==> config.mk <==
export PLATFORM = sky130hd
export DESIGN_NAME = id_decode_queue
export DESIGN_NICKNAME = d
export VERILOG_FILES = /design/src/rtl/id_decode_queue_pkg.sv /design/src/rtl/id_decode_queue_inst_decode.sv /design/src/rtl/id_decode_queue.sv
export SDC_FILE = /design/constraint.sdc
export NUM_CORES = 1
export LEC_CHECK = 0
export ABC_AREA = 1
export BUFFER_PORTS_ARGS = -buffer_cell sky130_fd_sc_hd__buf_2
export CORE_UTILIZATION = 40
export CTS_CLUSTER_SIZE = 20
export DETAILED_ROUTE_END_ITERATION = 10
export HOLD_SLACK_MARGIN = 0.03
export SLEW_MARGIN = 10
export SYNTH_ARGS = -nofsm -noshare
export SYNTH_HDL_FRONTEND = slang
export SYNTH_SLANG_ARGS = --single-unit
export TNS_END_PERCENT = 100
==> constraint.sdc <==
create_clock -name clk -period 2.6 [get_ports clk]
set_input_delay 0.13 -clock clk [delete_from_list [all_inputs] [get_ports clk]]
set_output_delay 0.13 -clock clk [all_outputs]
set_load 0.05 [all_outputs]
==> src/rtl/id_decode_queue_pkg.sv <==
// Shared decode-stage types: operations, opcode fields, queue entry.
// Also holds the per-instruction operand form table used by the decoder.
package id_decode_queue_pkg;

    typedef logic [31:0] Inst_t;

    localparam logic [4:0] REG_RA = 5'd31;

    typedef enum logic [5:0] {
        OP_NOP, OP_AND, OP_OR, OP_XOR, OP_NOR,
        OP_ANDI, OP_ORI, OP_XORI, OP_LUI,
        OP_SLL, OP_SRL, OP_SRA, OP_SLLV, OP_SRLV, OP_SRAV,
        OP_ADD, OP_ADDU, OP_SUB, OP_SUBU, OP_SLT, OP_SLTU,
        OP_ADDI, OP_ADDIU, OP_SLTI, OP_SLTIU,
        OP_MUL, OP_MULT, OP_MULTU, OP_CLZ, OP_CLO,
        OP_MFHI, OP_MFLO, OP_MTHI, OP_MTLO,
        OP_J, OP_JAL, OP_JR, OP_JALR,
        OP_BEQ, OP_BNE, OP_BGTZ, OP_BLEZ,
        OP_BLTZ, OP_BGEZ, OP_BLTZAL, OP_BGEZAL,
        OP_LB, OP_LBU, OP_LH, OP_LHU, OP_LW,
        OP_SB, OP_SH, OP_SW
    } Oper_t;

    localparam logic [5:0] OPC_SPECIAL  = 6'h00, OPC_REGIMM = 6'h01;
    localparam logic [5:0] OPC_J        = 6'h02, OPC_JAL    = 6'h03;
    localparam logic [5:0] OPC_BEQ      = 6'h04, OPC_BNE    = 6'h05;
    localparam logic [5:0] OPC_BLEZ     = 6'h06, OPC_BGTZ   = 6'h07;
    localparam logic [5:0] OPC_ADDI     = 6'h08, OPC_ADDIU  = 6'h09;
    localparam logic [5:0] OPC_SLTI     = 6'h0a, OPC_SLTIU  = 6'h0b;
    localparam logic [5:0] OPC_ANDI     = 6'h0c, OPC_ORI    = 6'h0d;
    localparam logic [5:0] OPC_XORI     = 6'h0e, OPC_LUI    = 6'h0f;
    localparam logic [5:0] OPC_SPECIAL2 = 6'h1c;
    localparam logic [5:0] OPC_LB = 6'h20, OPC_LH = 6'h21, OPC_LW = 6'h23;
    localparam logic [5:0] OPC_LBU = 6'h24, OPC_LHU = 6'h25;
    localparam logic [5:0] OPC_SB = 6'h28, OPC_SH = 6'h29, OPC_SW = 6'h2b;

    localparam logic [5:0] FN_SLL  = 6'h00, FN_SRL  = 6'h02, FN_SRA  = 6'h03;
    localparam logic [5:0] FN_SLLV = 6'h04, FN_SRLV = 6'h06, FN_SRAV = 6'h07;
    localparam logic [5:0] FN_JR   = 6'h08, FN_JALR = 6'h09;
    localparam logic [5:0] FN_MFHI = 6'h10, FN_MTHI = 6'h11;
    localparam logic [5:0] FN_MFLO = 6'h12, FN_MTLO = 6'h13;
    localparam logic [5:0] FN_MULT = 6'h18, FN_MULTU = 6'h19;
    localparam logic [5:0] FN_ADD  = 6'h20, FN_ADDU = 6'h21;
    localparam logic [5:0] FN_SUB  = 6'h22, FN_SUBU = 6'h23;
    localparam logic [5:0] FN_AND  = 6'h24, FN_OR   = 6'h25;
    localparam logic [5:0] FN_XOR  = 6'h26, FN_NOR  = 6'h27;
    localparam logic [5:0] FN_SLT  = 6'h2a, FN_SLTU = 6'h2b;
    localparam logic [5:0] FN2_MUL = 6'h02, FN2_CLZ = 6'h20, FN2_CLO = 6'h21;
    localparam logic [4:0] RT_BLTZ = 5'h00, RT_BGEZ = 5'h01;
    localparam logic [4:0] RT_BLTZAL = 5'h10, RT_BGEZAL = 5'h11;

    typedef struct packed {
        Oper_t       oper;
        logic        reg1_read;
        logic [4:0]  reg1_addr;
        logic        reg2_read;
        logic [4:0]  reg2_addr;
        logic        wreg_write;
        logic [4:0]  wreg_addr;
        logic [31:0] immediate;
        logic [31:0] pc;
        logic        rsvd;
    } Id_entry_t;

    typedef enum logic [1:0] {W_NONE, W_RT, W_RD, W_RA} Wsel_t;
    typedef enum logic [2:0] {I_ZERO, I_ZEXT, I_SEXT, I_SA, I_JIDX} Isel_t;

    // Operand form: which registers are read, where the result goes,
    // and how the immediate is built.
    typedef struct packed {
        logic  rd_rs;
        logic  rd_rt;
        Wsel_t wsel;
        Isel_t isel;
        logic  rsvd;
    } Form_t;

    localparam Form_t FM_RSVD = '{1'b0, 1'b0, W_NONE, I_ZERO, 1'b1};
    localparam Form_t FM_LOGI = '{1'b1, 1'b0, W_RT,   I_ZEXT, 1'b0};
    localparam Form_t FM_ARI  = '{1'b1, 1'b0, W_RT,   I_SEXT, 1'b0};
    localparam Form_t FM_LUI  = '{1'b0, 1'b0, W_RT,   I_ZEXT, 1'b0};
    localparam Form_t FM_BR2  = '{1'b1, 1'b1, W_NONE, I_SEXT, 1'b0};
    localparam Form_t FM_BR1  = '{1'b1, 1'b0, W_NONE, I_SEXT, 1'b0};
    localparam Form_t FM_BAL  = '{1'b1, 1'b0, W_RA,   I_SEXT, 1'b0};
    localparam Form_t FM_J    = '{1'b0, 1'b0, W_NONE, I_JIDX, 1'b0};
    localparam Form_t FM_JAL  = '{1'b0, 1'b0, W_RA,   I_JIDX, 1'b0};
    localparam Form_t FM_RR   = '{1'b1, 1'b1, W_RD,   I_ZERO, 1'b0};
    localparam Form_t FM_SH   = '{1'b0, 1'b1, W_RD,   I_SA,   1'b0};
    localparam Form_t FM_RS   = '{1'b1, 1'b0, W_NONE, I_ZERO, 1'b0};
    localparam Form_t FM_RSRD = '{1'b1, 1'b0, W_RD,   I_ZERO, 1'b0};
    localparam Form_t FM_RD   = '{1'b0, 1'b0, W_RD,   I_ZERO, 1'b0};
    localparam Form_t FM_RSRT = '{1'b1, 1'b1, W_NONE, I_ZERO, 1'b0};

endpackage

==> src/rtl/id_decode_queue_inst_decode.sv <==
// id_inst_decode: pure combinational MIPS instruction decoder.
// Produces an Id_entry_t with pc left at zero for the caller to fill.
module id_inst_decode
    import id_decode_queue_pkg::*;
(
    input  Inst_t     inst_i,
    output Id_entry_t entry_o
);

    logic [5:0]  op;
    logic [5:0]  funct;
    logic [4:0]  rs;
    logic [4:0]  rt;
    logic [4:0]  rd;
    logic [4:0]  sa;
    logic [15:0] imm16;
    logic [4:0]  wa;
    Oper_t       oper;
    Form_t       form;
    Id_entry_t   e;

    assign op    = inst_i[31:26];
    assign rs    = inst_i[25:21];
    assign rt    = inst_i[20:16];
    assign rd    = inst_i[15:11];
    assign sa    = inst_i[10:6];
    assign funct = inst_i[5:0];
    assign imm16 = inst_i[15:0];

    // Classify the instruction into an operation and an operand form
    always_comb begin
        oper = OP_NOP;
        form = FM_RSVD;
        unique case (op)
            OPC_SPECIAL: begin
                form = FM_RR;
                unique case (funct)
                    FN_SLL:   begin oper = OP_SLL;   form = FM_SH;   end
                    FN_SRL:   begin oper = OP_SRL;   form = FM_SH;   end
                    FN_SRA:   begin oper = OP_SRA;   form = FM_SH;   end
                    FN_SLLV:  oper = OP_SLLV;
                    FN_SRLV:  oper = OP_SRLV;
                    FN_SRAV:  oper = OP_SRAV;
                    FN_JR:    begin oper = OP_JR;    form = FM_RS;   end
                    FN_JALR:  begin oper = OP_JALR;  form = FM_RSRD; end
                    FN_MFHI:  begin oper = OP_MFHI;  form = FM_RD;   end
                    FN_MTHI:  begin oper = OP_MTHI;  form = FM_RS;   end
                    FN_MFLO:  begin oper = OP_MFLO;  form = FM_RD;   end
                    FN_MTLO:  begin oper = OP_MTLO;  form = FM_RS;   end
                    FN_MULT:  begin oper = OP_MULT;  form = FM_RSRT; end
                    FN_MULTU: begin oper = OP_MULTU; form = FM_RSRT; end
                    FN_ADD:   oper = OP_ADD;
                    FN_ADDU:  oper = OP_ADDU;
                    FN_SUB:   oper = OP_SUB;
                    FN_SUBU:  oper = OP_SUBU;
                    FN_AND:   oper = OP_AND;
                    FN_OR:    oper = OP_OR;
                    FN_XOR:   oper = OP_XOR;
                    FN_NOR:   oper = OP_NOR;
                    FN_SLT:   oper = OP_SLT;
                    FN_SLTU:  oper = OP_SLTU;
                    default:  form = FM_RSVD;
                endcase
            end
            OPC_REGIMM: begin
                unique case (rt)
                    RT_BLTZ:   begin oper = OP_BLTZ;   form = FM_BR1; end
                    RT_BGEZ:   begin oper = OP_BGEZ;   form = FM_BR1; end
                    RT_BLTZAL: begin oper = OP_BLTZAL; form = FM_BAL; end
                    RT_BGEZAL: begin oper = OP_BGEZAL; form = FM_BAL; end
                    default:   form = FM_RSVD;
                endcase
            end
            OPC_SPECIAL2: begin
                unique case (funct)
                    FN2_MUL: begin oper = OP_MUL; form = FM_RR;   end
                    FN2_CLZ: begin oper = OP_CLZ; form = FM_RSRD; end
                    FN2_CLO: begin oper = OP_CLO; form = FM_RSRD; end
                    default: form = FM_RSVD;
                endcase
            end
            OPC_J:     begin oper = OP_J;     form = FM_J;    end
            OPC_JAL:   begin oper = OP_JAL;   form = FM_JAL;  end
            OPC_BEQ:   begin oper = OP_BEQ;   form = FM_BR2;  end
            OPC_BNE:   begin oper = OP_BNE;   form = FM_BR2;  end
            OPC_BLEZ:  begin oper = OP_BLEZ;  form = FM_BR1;  end
            OPC_BGTZ:  begin oper = OP_BGTZ;  form = FM_BR1;  end
            OPC_ADDI:  begin oper = OP_ADDI;  form = FM_ARI;  end
            OPC_ADDIU: begin oper = OP_ADDIU; form = FM_ARI;  end
            OPC_SLTI:  begin oper = OP_SLTI;  form = FM_ARI;  end
            OPC_SLTIU: begin oper = OP_SLTIU; form = FM_ARI;  end
            OPC_ANDI:  begin oper = OP_ANDI;  form = FM_LOGI; end
            OPC_ORI:   begin oper = OP_ORI;   form = FM_LOGI; end
            OPC_XORI:  begin oper = OP_XORI;  form = FM_LOGI; end
            OPC_LUI:   begin oper = OP_LUI;   form = FM_LUI;  end
            OPC_LB:    begin oper = OP_LB;    form = FM_ARI;  end
            OPC_LH:    begin oper = OP_LH;    form = FM_ARI;  end
            OPC_LW:    begin oper = OP_LW;    form = FM_ARI;  end
            OPC_LBU:   begin oper = OP_LBU;   form = FM_ARI;  end
            OPC_LHU:   begin oper = OP_LHU;   form = FM_ARI;  end
            OPC_SB:    begin oper = OP_SB;    form = FM_BR2;  end
            OPC_SH:    begin oper = OP_SH;    form = FM_BR2;  end
            OPC_SW:    begin oper = OP_SW;    form = FM_BR2;  end
            default:   form = FM_RSVD;
        endcase
    end

    // Expand the operand form into register and immediate fields
    always_comb begin
        e = '0;
        e.oper = form.rsvd ? OP_NOP : oper;
        e.rsvd = form.rsvd;
        e.reg1_read = form.rd_rs;
        e.reg1_addr = form.rd_rs ? rs : 5'd0;
        e.reg2_read = form.rd_rt;
        e.reg2_addr = form.rd_rt ? rt : 5'd0;
        unique case (form.wsel)
            W_RT:    wa = rt;
            W_RD:    wa = rd;
            W_RA:    wa = REG_RA;
            default: wa = 5'd0;
        endcase
        e.wreg_addr  = wa;
        e.wreg_write = (form.wsel != W_NONE) && (wa != 5'd0);
        unique case (form.isel)
            I_ZEXT:  e.immediate = {16'b0, imm16};
            I_SEXT:  e.immediate = {{16{imm16[15]}}, imm16};
            I_SA:    e.immediate = {27'b0, sa};
            I_JIDX:  e.immediate = {6'b0, inst_i[25:0]};
            default: e.immediate = 32'd0;
        endcase
    end

    assign entry_o = e;

endmodule

==> src/rtl/id_decode_queue.sv <==
// Decode queue: decodes fetched instructions into a DEPTH-deep FIFO.
// Optional same-cycle bypass when empty: define ID_QUEUE_BYPASS_EN.
module id_decode_queue
    import id_decode_queue_pkg::*;
#(
    parameter int DEPTH = 4,
    parameter int CNT_W = $clog2(DEPTH + 1)
) (
    input  logic             clk,
    input  logic             rst_n,
    input  logic             in_valid,
    output logic             in_ready,
    input  Inst_t            in_inst,
    input  logic [31:0]      in_pc,
    input  logic             flush,
    input  logic             flush_keep_slot,
    output logic             out_valid,
    input  logic             out_ready,
    output Oper_t            out_oper,
    output logic             out_reg1_read,
    output logic             out_reg2_read,
    output logic [4:0]       out_reg1_addr,
    output logic [4:0]       out_reg2_addr,
    output logic             out_wreg_write,
    output logic [4:0]       out_wreg_addr,
    output logic [31:0]      out_immediate,
    output logic [31:0]      out_pc,
    output logic             out_rsvd,
    output logic [CNT_W-1:0] count
);

    localparam int PTR_W = $clog2(DEPTH);

    Id_entry_t        mem_q [DEPTH];
    Id_entry_t        dec_w;
    Id_entry_t        in_entry;
    Id_entry_t        head;
    logic [PTR_W-1:0] rptr_q, rptr_d;
    logic [PTR_W-1:0] wptr_q, wptr_d;
    logic [CNT_W-1:0] count_q, count_d;
    logic             byp;
    logic             enq;
    logic             deq;
    logic             keep;

    id_inst_decode u_dec (
        .inst_i  (in_inst),
        .entry_o (dec_w)
    );

    // Attach the fetch PC to the decoded fields
    always_comb begin
        in_entry    = dec_w;
        in_entry.pc = in_pc;
    end

`ifdef ID_QUEUE_BYPASS_EN
    assign byp = (count_q == '0) & in_valid & out_ready & ~flush;
`else
    assign byp = 1'b0;
`endif

    assign in_ready  = (count_q < CNT_W'(DEPTH));
    assign out_valid = byp | (count_q != '0);
    assign deq       = out_ready & (count_q != '0);
    assign enq       = in_valid & in_ready & ~flush & ~byp;
    assign keep      = flush & flush_keep_slot & (count_q != '0) & ~deq;

    // Next pointers and occupancy; a flush drops everything but a kept head
    always_comb begin
        rptr_d = deq ? rptr_q + PTR_W'(1) : rptr_q;
        if (flush) begin
            wptr_d  = rptr_d + PTR_W'(keep);
            count_d = CNT_W'(keep);
        end else begin
            wptr_d  = enq ? wptr_q + PTR_W'(1) : wptr_q;
            count_d = count_q + CNT_W'(enq) - CNT_W'(deq);
        end
    end

    // Queue storage, pointers and occupancy
    always_ff @(posedge clk or negedge rst_n) begin
        if (!rst_n) begin
            rptr_q  <= '0;
            wptr_q  <= '0;
            count_q <= '0;
            for (int i = 0; i < DEPTH; i++) begin
                mem_q[i] <= '0;
            end
        end else begin
            rptr_q  <= rptr_d;
            wptr_q  <= wptr_d;
            count_q <= count_d;
            if (enq) begin
                mem_q[wptr_q] <= in_entry;
            end
        end
    end

    assign head           = byp ? in_entry : mem_q[rptr_q];
    assign out_oper       = head.oper;
    assign out_reg1_read  = head.reg1_read;
    assign out_reg1_addr  = head.reg1_addr;
    assign out_reg2_read  = head.reg2_read;
    assign out_reg2_addr  = head.reg2_addr;
    assign out_wreg_write = head.wreg_write;
    assign out_wreg_addr  = head.wreg_addr;
    assign out_immediate  = head.immediate;
    assign out_pc         = head.pc;
    assign out_rsvd       = head.rsvd;
    assign count          = count_q;

endmodule

==> impl_metrics.env <==
export IMPL_final_setup_tns_ps=0
export IMPL_seq_area_frac_synth=0.5231
export IMPL_syn_instance_count=2157
export IMPL_p_sw_frac=0.4779
export IMPL_final_cell_mix="nand2_1, dfrtp_1, nor2_1, o21ai_0, buf_2"
export IMPL_power_density_nw_per_um2=1418
export IMPL_async_flop_share=1.000
export IMPL_synthFlopType="dfrtp_1"
export IMPL_slew_violations=0
export IMPL_reg2reg_to="count[2]"
export IMPL_ios=164
export IMPL_max_stage_delay_ps=470
export IMPL_synth_mux_area_frac=0
export IMPL_min_to="mem_q[135]"
export IMPL_drc=0
export IMPL_hold_path_class="in -> reg"
export IMPL_yosys_warnings=0
export IMPL_grt_max_degree=109
export IMPL_yosys_area_share_simple=0.2914
export IMPL_post_route_util=0.4918
export IMPL_seqPwrFrac=0.316
export IMPL_firstDrtPassIters=5
export IMPL_path_clk_slew_ps=60
export IMPL_grt_overflow=0
export IMPL_grt_pass1_vias=14660
export IMPL_fin_skew_ps=23.92
export IMPL_synth_xor_xnor_area_share=0.0005338
export IMPL_tightest_slew_ps=807.5
export IMPL_critical_path_endpoint_type="primary output"
export IMPL_hp_start="in_inst[13]"
export IMPL_start_util=0.4092
export IMPL_grt_pass1_wl_um=82070
export IMPL_synth_compound_area_frac=0.1294
export IMPL_slew_headroom=0.4617
export IMPL_wl_per_cell_um=18.09
export IMPL_ys_ff_latch=343
export IMPL_ys_types=44
export IMPL_p_clk_frac=0.195
export IMPL_io_buffers=163
export IMPL_fin_crit_sh=0.9867
export IMPL_cts_buffers=38
export IMPL_syn_area_um2=16410
export IMPL_startpoint_type="flop"
export IMPL_vdd_drop_max_v=0.0007106
export IMPL_power_leakage_uw=0.01025
export IMPL_layout_commonest_cell="nand2_1"
export IMPL_internal_power_uw=14600
export IMPL_path_cells="buf_16 -> o21ai_0 -> o22ai_1 -> buf_2"
export IMPL_fillCellCount=3975
export IMPL_ant_nets=0
export IMPL_rows=73
export IMPL_crit_slowest_cell="o22ai_1"
export IMPL_r2r_cells=10
export IMPL_rsz0062_at_grt="true"
export IMPL_cp_max_fo=108
export IMPL_drive_above_1_share=0.1416
export IMPL_holdPathStages=5
export IMPL_drv_cap=0
export IMPL_n_antenna_cell=0
export IMPL_fmax_mhz=389.8
export IMPL_fin_nets=2397
export IMPL_drt_wl_total_um=51890
export IMPL_p_switching_uw=13370
export IMPL_place_hpwl_um=31610
export IMPL_r2r_slack_ps=530
export IMPL_num_vias=15120
export IMPL_finalWeightedCongestion=0.9231
export IMPL_synth_edff_count=0
export IMPL_finalPower_uw=27970
export IMPL_synth_top_family_by_area="simple AND/OR/NAND/NOR gates"
export IMPL_finalSetupViolCount=0
export IMPL_drtIter0Drc=1180
export IMPL_finalCriticalPeriod_ps=2565
export IMPL_avgViaCountPerCell=5.272
export IMPL_synthAdderAreaFrac=0.006558
export IMPL_cts_buffer_depth=3
export IMPL_synth_area_per_cell_um2=7.607
export IMPL_core_area_um2=40100
export IMPL_grt_usage=0.2513
export IMPL_required_ps=2470
export IMPL_die_h_um=204.5
export IMPL_crit_type="reg -> out"
export IMPL_htree_levels=2
export IMPL_area_delta_synth_final_pct=20.19
export IMPL_reg2reg_from="count[2]"
export IMPL_cts_sinks=343
export IMPL_finalHoldViolations=0
export IMPL_cts_tree="yes"
export IMPL_synth_nets=2235
export IMPL_grt_antenna_before_repair=0
export IMPL_status="finished, final reports clean"
export IMPL_die_width_um=204.5
export IMPL_postCtsSetupBuffers=0
export IMPL_die_area_um2=41830
export IMPL_clock_latency_ps=530
export IMPL_clockRootBuffer="clkbuf_16"
export IMPL_comb_power_share=0.489
export IMPL_worstPathArrival_ps=2440
-- state kept, by name (all words and copies together) (netlist names) --
name / cells
count: 3
wptr_q: 2
mem_q: 336
rptr_q: 2
-- synthesized netlist by cell type, types with 2 or more instances --
cell	n	area share
o21ai_2	4	0.0021
nor3_1	5	0.0015
buf_4	7	0.0032
o21ai_1	9	0.0027
o21ai_0	224	0.068
ha_1	7	0.0053
a21oi_1	7	0.0021
a31oi_1	32	0.012
inv_2	14	0.0032
nand3_1	38	0.012
nand3_2	2	0.0012
dfrtp_1	343	0.52
nor2_2	18	0.0069
clkbuf_1	99	0.023
a21oi_2	6	0.0032
o22ai_1	84	0.032
nand2_1	895	0.20
nand4_1	12	0.0046
nor2_4	2	0.0014
nand2_2	5	0.0019
inv_1	55	0.013
nor2_1	235	0.054
o211ai_1	5	0.0023
buf_1	24	0.0055
buf_2	6	0.0018
-- critical path: cells and delay by family (launching register included) --
kind,cells,cell delay [ps]
AOI/OAI and AO/OA,2,640
buffers and inverters,2,720
DFF,1,460
-- worst max-delay path by stage --
stage,start,endpoint,depth (start not counted)
floorplan,rptr_q[0],out_immediate[27],7
global placement,in_inst[30],mem_q[123],15
detailed placement,in_inst[30],mem_q[123],15
CTS,rptr_q[0],out_oper[3],4
global route,rptr_q[0],out_immediate[31],5
finish,rptr_q[0],out_immediate[24],4
-- timing repair --
action / 4_1_cts / 5_1_grt
hold buffers: 48 / 0
resized for setup: 0 / 5
setup endpoints to repair: 0 / 4
endpoints found under the hold margin: 315 / 0
-- layout make-up --
cell class	instances	area (um2)	area share
flip-flops and latches	343	8588	0.4355
multi-input cells	1609	7077	0.3588
well taps	525	656.9	0.03331
inverters	69	261.5	0.01326
clock inverters	8	121.4	0.006154
repair buffers	258	1883	0.09548
clock buffers	57	1134	0.05748
-- metal layers --
layer  GRT usage  part of all wire
met5           0                 0
met4     0.07383             0.025
met3     0.03436             0.061
met2      0.3953              0.45
met1      0.3600              0.47
-- cell families after synthesis --
kind of cell | after synthesis
simple gates | 1221
compound gates | 379
flops | 343
buf+inv | 205
fa+ha+maj | 8
xor+xnor | 1
-- stage by stage --
step / area (um2) / instances / hold WS (ps) / setup slack (ps)
finish: 19720 / 2869 / 42.01 / 34.61
global route: 19720 / 2869 / 53.14 / -14.12
CTS: 19690 / 2869 / 42.60 / 38.42
detailed placement: 17960 / 2756 / 122.9 / 319.5
global placement: 17960 / 2756 / 117.4 / 360.9
floorplan: 16410 / 2157 / -165.6 / 284.6
-- power by group through the flow --
stage	clock network (uW)	registers, uW	logic (uW)
2_1_floorplan	0	8630	9980
3_3_place_gp	0	8810	13500
3_5_place_dp	0	8880	13600
4_1_cts	5550	8820	13700
5_1_grt	5780	9130	14800
6_report	5450	8830	13700
Note: power is estimated with default switching activity, not from simulation.
